$ cat src/rtl/fft_load_seq.sv
// Loads 16 streamed samples into a 1-to-16 lane demux in natural or bit-reversed order,
// then holds the completed frame until the consumer acknowledges it.
module fft_load_seq #(
  parameter int WIDTH = 32
) (
  input  logic             clk,
  input  logic             rst,
  input  logic             in_valid,
  input  logic [WIDTH-1:0] in_data,
  input  logic             in_last,
  output logic             in_ready,
  input  logic             bitrev_en,
  output logic [3:0]       sel0,
  output logic [WIDTH-1:0] data_out,
  output logic             wr_en,
  output logic             frame_valid,
  input  logic             frame_ack,
  output logic             frame_err,
  output logic [7:0]       frame_cnt,
  output logic             dbg_state
);

  // Handshake: a sample transfers on a rising edge where in_valid and in_ready are both 1;
  // in_ready depends only on state (and rst), never on in_valid.
  typedef enum logic {LOAD = 1'b0, FULL = 1'b1} state_t;

  state_t           state_q;
  logic [3:0]       cnt_q, cnt_d;
  logic             brev_q, brev_d;
  logic [3:0]       sel_q, sel_d;
  logic [WIDTH-1:0] data_q;
  logic             wr_en_q;
  logic             frame_valid_q;
  logic             frame_err_q;
  logic [7:0]       frame_cnt_q;
  logic             accept;

  assign in_ready = (state_q == LOAD) && !rst;
  assign accept   = in_valid && in_ready;

  // Lane order is latched on the first sample so mid-frame toggles cannot scramble a frame.
  always_comb begin
    brev_d = brev_q;
    if (cnt_q == 4'd0) brev_d = bitrev_en;
    sel_d = brev_d ? {cnt_q[0], cnt_q[1], cnt_q[2], cnt_q[3]} : cnt_q;
    cnt_d = cnt_q + 4'd1;
    if ((cnt_q == 4'd15) || in_last) cnt_d = 4'd0;
  end

  always_ff @(posedge clk) begin
    if (rst) begin
      state_q       <= LOAD;
      cnt_q         <= 4'd0;
      brev_q        <= 1'b0;
      sel_q         <= 4'd0;
      data_q        <= '0;
      wr_en_q       <= 1'b0;
      frame_valid_q <= 1'b0;
      frame_err_q   <= 1'b0;
      frame_cnt_q   <= 8'd0;
    end else begin
      wr_en_q <= 1'b0;
      case (state_q)
        LOAD: begin
          if (accept) begin
            brev_q  <= brev_d;
            sel_q   <= sel_d;
            data_q  <= in_data;
            wr_en_q <= 1'b1;
            cnt_q   <= cnt_d;
            if (cnt_q == 4'd15) begin
              state_q       <= FULL;
              frame_valid_q <= 1'b1;
              frame_cnt_q   <= frame_cnt_q + 8'd1;
            end else if (in_last) begin
              // Short frame: written lanes stay, but the frame is never presented.
              frame_err_q <= 1'b1;
            end
          end
        end
        FULL: begin
          if (frame_ack) begin
            state_q       <= LOAD;
            frame_valid_q <= 1'b0;
          end
        end
        default: state_q <= LOAD;
      endcase
    end
  end

  assign sel0        = sel_q;
  assign data_out    = data_q;
  assign wr_en       = wr_en_q;
  assign frame_valid = frame_valid_q;
  assign frame_err   = frame_err_q;
  assign frame_cnt   = frame_cnt_q;
  assign dbg_state   = state_q;

endmodule

$ cat config.mk
export PLATFORM = sky130hd
export DESIGN_NAME = fft_load_seq
export DESIGN_NICKNAME = d
export VERILOG_FILES = /design/src/rtl/fft_load_seq.sv
export SDC_FILE = /design/constraint.sdc
export NUM_CORES = 1
export LEC_CHECK = 0
export CORE_ASPECT_RATIO = 1.1
export CORE_MARGIN = 4
export CORE_UTILIZATION = 38
export DETAILED_ROUTE_END_ITERATION = 7
export PLACE_DENSITY = 0.71
export SETUP_SLACK_MARGIN = 0.4
export SLEW_MARGIN = 15
export SYNTH_ARGS = -nofsm -noshare
export SYNTH_HDL_FRONTEND = slang
export SYNTH_SLANG_ARGS = --single-unit
export TNS_END_PERCENT = 1
$ cat constraint.sdc
create_clock -name clk -period 1.95 [get_ports clk]
set_input_delay 0.585 -clock clk [delete_from_list [all_inputs] [get_ports clk]]
set_output_delay 0.585 -clock clk [all_outputs]
set_load 0.01 [all_outputs]
==> impl_results.md <==
* Simple-gate area share of the yosys netlist at 25.0%
* FP Rows at 28
* Leakage at roughly 0.0013 µW
* Nets at 390
* CP peak stage delay at 0.55 ns
* Post-Synth Adder-Cell Area at 1.78%
* Total grt overflow at 0
* Die ar. at 0.00681 mm²
* Mux cell area share after synthesis at 2.55%
* Worst-path clk slew at 0.08 ns
* DR DRC count at 0
* Worst slew margin at between 60% and 70%
* Sequential fraction of the synthesis area at 50.3%
* WL final at 5200 µm
* VDD IR max at roughly 0.00039 V
* DP Wirelength at about 3800 µm
* Die height at 86.1 µm
* Final setup vio count at 0
* Htree depth at 2
* Cell family with most CP delay: buffers and inverters
* Num CTS Buffers at 5
* Pre-antenna DRT Iters at 4
* Number of flops mapped to enable cells by yosys at 0
* Top cells by area, synth: dfxtp_1, nand2_1, a21oi_1, nor2_1, clkbuf_1
* F_max at 0.555 GHz
* Met1 wire length at 2240 µm
* Syn_nets at ~300
* Post-synthesis cell type count at 33
* Maxcap violations at 0
* Core box area at 0.00540 mm²
* Synth Area per Inst at 8.08 µm²
* Power Total at about 2100 µW
* Cells after synthesis at 261
* First-pass GRT wire length at approximately 8500 µm
* Syn-to-layout area delta at 50.5%
* Async S/R FF share, synth at 0%
* Clock skew at 0.00695 ns
* Largest net degree at the start of global routing at 54
* Pins Over Slew Limit at 0
* Run status: complete, no violations
* Hold Buf Count CTS at 0
* Buffers plus inverters on the worst setup path at 1
* Worst hold path type: flop to flop
* Crit path cell chain: clkdlybuf4s50_1
* Post-Synth XOR/XNOR Area at 2.49%
* Setup crit end kind: primary output
* Longest Clk Path Bufs at 2
* Final Critical Period at 1.80 ns
* Top routing layer in use: met4
* RSZ-0062 raised after global routing: yes
* CTS tree: yes
* Worst-margin pin slew at approximately 0.54 ns
* Cell with the most instances after synthesis: nand2_1
* Routed Antenna Nets at 0
* Num ports at between 80 and 90
* Hold Fails Final Rpt at 0
* Worst setup SP type: flop
* GPL Wtd Cong at a little over 0.8
* Vias in the first global route at between 1500 and 2000
* Flops & latches, synth at 53
* Synth area leader: dfxtp_1
* Largest family of logic cells by synthesized area: simple AND/OR/NAND/NOR gates
* Initial Util at approximately 40%
* Post-synthesis compound-gate area fraction at 13.0%
* Yosys top cell area share at about 50%
* Iter 0 DRT Violations at 128
* PD cells at 661 mW/mm²
* Critical Path RT at 1.36 ns
* Met2 Wirelength at 2520 µm
* DR WL/cell at 12.2 µm
* Met3 Wirelength at about 400 µm
* Clock sinks at 53
* Arrival @ worst endpoint at approximately 1.2 ns
* Ys flop type: dfxtp_1
* Most instantiated cells after synthesis: nand2_1, dfxtp_1, a21oi_1, nor2_1, clkbuf_1
* Crit Path Max Fanout at 4
* Vias at 1972
* Setup CP Type: flop to primary output
* Root buffer cell: clkbuf_8
* Total number of yosys warnings at 0
* ANT cells at 0
* Mapped cell area at 0.00211 mm²
* Worst-Skew Late Latency at roughly 0.30 ns
* Final period util at 92.5%
* GRT Total Usage at 15.4%
* Die span in x at 79.0 µm
* Layout cells sized above 1 at 9.71%
* Port buffer count at between 80 and 90
* Antenna violations before repair at 0
* Via-to-Cell Ratio at 4.64
* Slowest cell on the critical path: clkdlybuf4s50_1
* Worst hold margin at around 0.46 ns
cells in the final DEF (no fill, tap or decap), types with 2 or more instances in the layout:
| cell type | instances |
|---|---|
| ha_1 | 3 |
| nand3_1 | 7 |
| nor2b_1 | 3 |
| nor2_1 | 21 |
| xnor2_1 | 4 |
| a21oi_1 | 42 |
| clkdlybuf4s50_1 | 76 |
| dfxtp_1 | 48 |
| o21ai_0 | 4 |
| dlygate4sd2_1 | 8 |
| buf_4 | 13 |
| nor3_1 | 3 |
| nor3b_1 | 2 |
| xor2_1 | 2 |
| nor4_1 | 2 |
| inv_1 | 4 |
| nand2_1 | 73 |
| a31oi_1 | 2 |
| mux2_2 | 2 |
| clkbuf_8 | 6 |
| dfxtp_2 | 4 |
| mux2i_1 | 2 |
cells by family after synthesis:
| logic type | after synthesis |
|---|---|
| and+or+nand+nor | 119 |
| buffers and inverters | 23 |
| xor gates and xnor gates | 6 |
| adders and majority gates | 3 |
| AOI/OAI and AO/OA | 52 |
| DFF | 53 |
| muxes | 5 |
tightest hold or removal path: stages (launching register included):
cell and delay (ns):
dfxtp_1 0.31, nand2_1 0.05, a21oi_1 0.05
where the power goes:
group	switching [µW]	leakage [µW]	internal [µW]
Combinational	135	0.000783	184
Clock	343	0.0000512	288
Sequential	24.4	0.000437	1130
Total	502	0.00127	1600
stage by stage:
step | TNS, ns | area [µm²] | cells | setup WS, ns | utilization, %
2_1_floorplan | 0 | 2110 | 261 | 0.0564 | -
3_3_place_gp | -1.79 | 3070 | 416 | -0.255 | 56.9
3_5_place_dp | -1.98 | 3070 | 416 | -0.274 | 56.9
4_1_cts | 0 | 3170 | 425 | 0.134 | 58.8
5_1_grt | 0 | 3180 | 425 | 0.108 | 58.9
6_report | 0 | 3180 | 425 | 0.147 | 58.9
state kept, by name (all words and copies together) (netlist names):
name and flops:
data_out 32, frame_cnt 8, cnt_q 4, sel0 4, brev_q 1, dbg_state 1
frame_err 1, frame_valid 1, wr_en 1
layout make-up:
class | instances | area [µm²]
Clock buffer | 6 | 82.6
Clock inverter | 2 | 13.8
Fill cell | 523 | 2220
Inverter | 5 | 18.8
Multi-Input combinational cell | 185 | 951
Sequential cell | 53 | 1070
Tap cell | 75 | 93.8
Timing Repair Buffer | 99 | 946
repair_timing:
item | 4_1_cts | 5_1_grt
setup buffers | 1 | 0
resized for setup | 15 | 1
pin swaps | 1 | 0
endpoints found under the setup margin | 66 | 62
metal layers:
| metal | global-route usage (%) | vias to the layer above |
|---|---|---|
| li1 | - | 1029 |
| met1 | 18.4 | 888 |
| met2 | 25.8 | 53 |
| met3 | 6.09 | 2 |
| met4 | 4.22 | 0 |
| met5 | 0 | - |
final timing paths:
kind                 from            to  slack, ns  cells after the start
min               sel0[0]       sel0[0]       0.46                      2
max reg2reg      cnt_q[0]  frame_cnt[7]       0.28                      5
min reg2reg       sel0[0]       sel0[0]       0.46                      2
max          frame_cnt[4]  frame_cnt[4]       0.15                      1
Note: power is estimated with default switching activity, not from simulation.
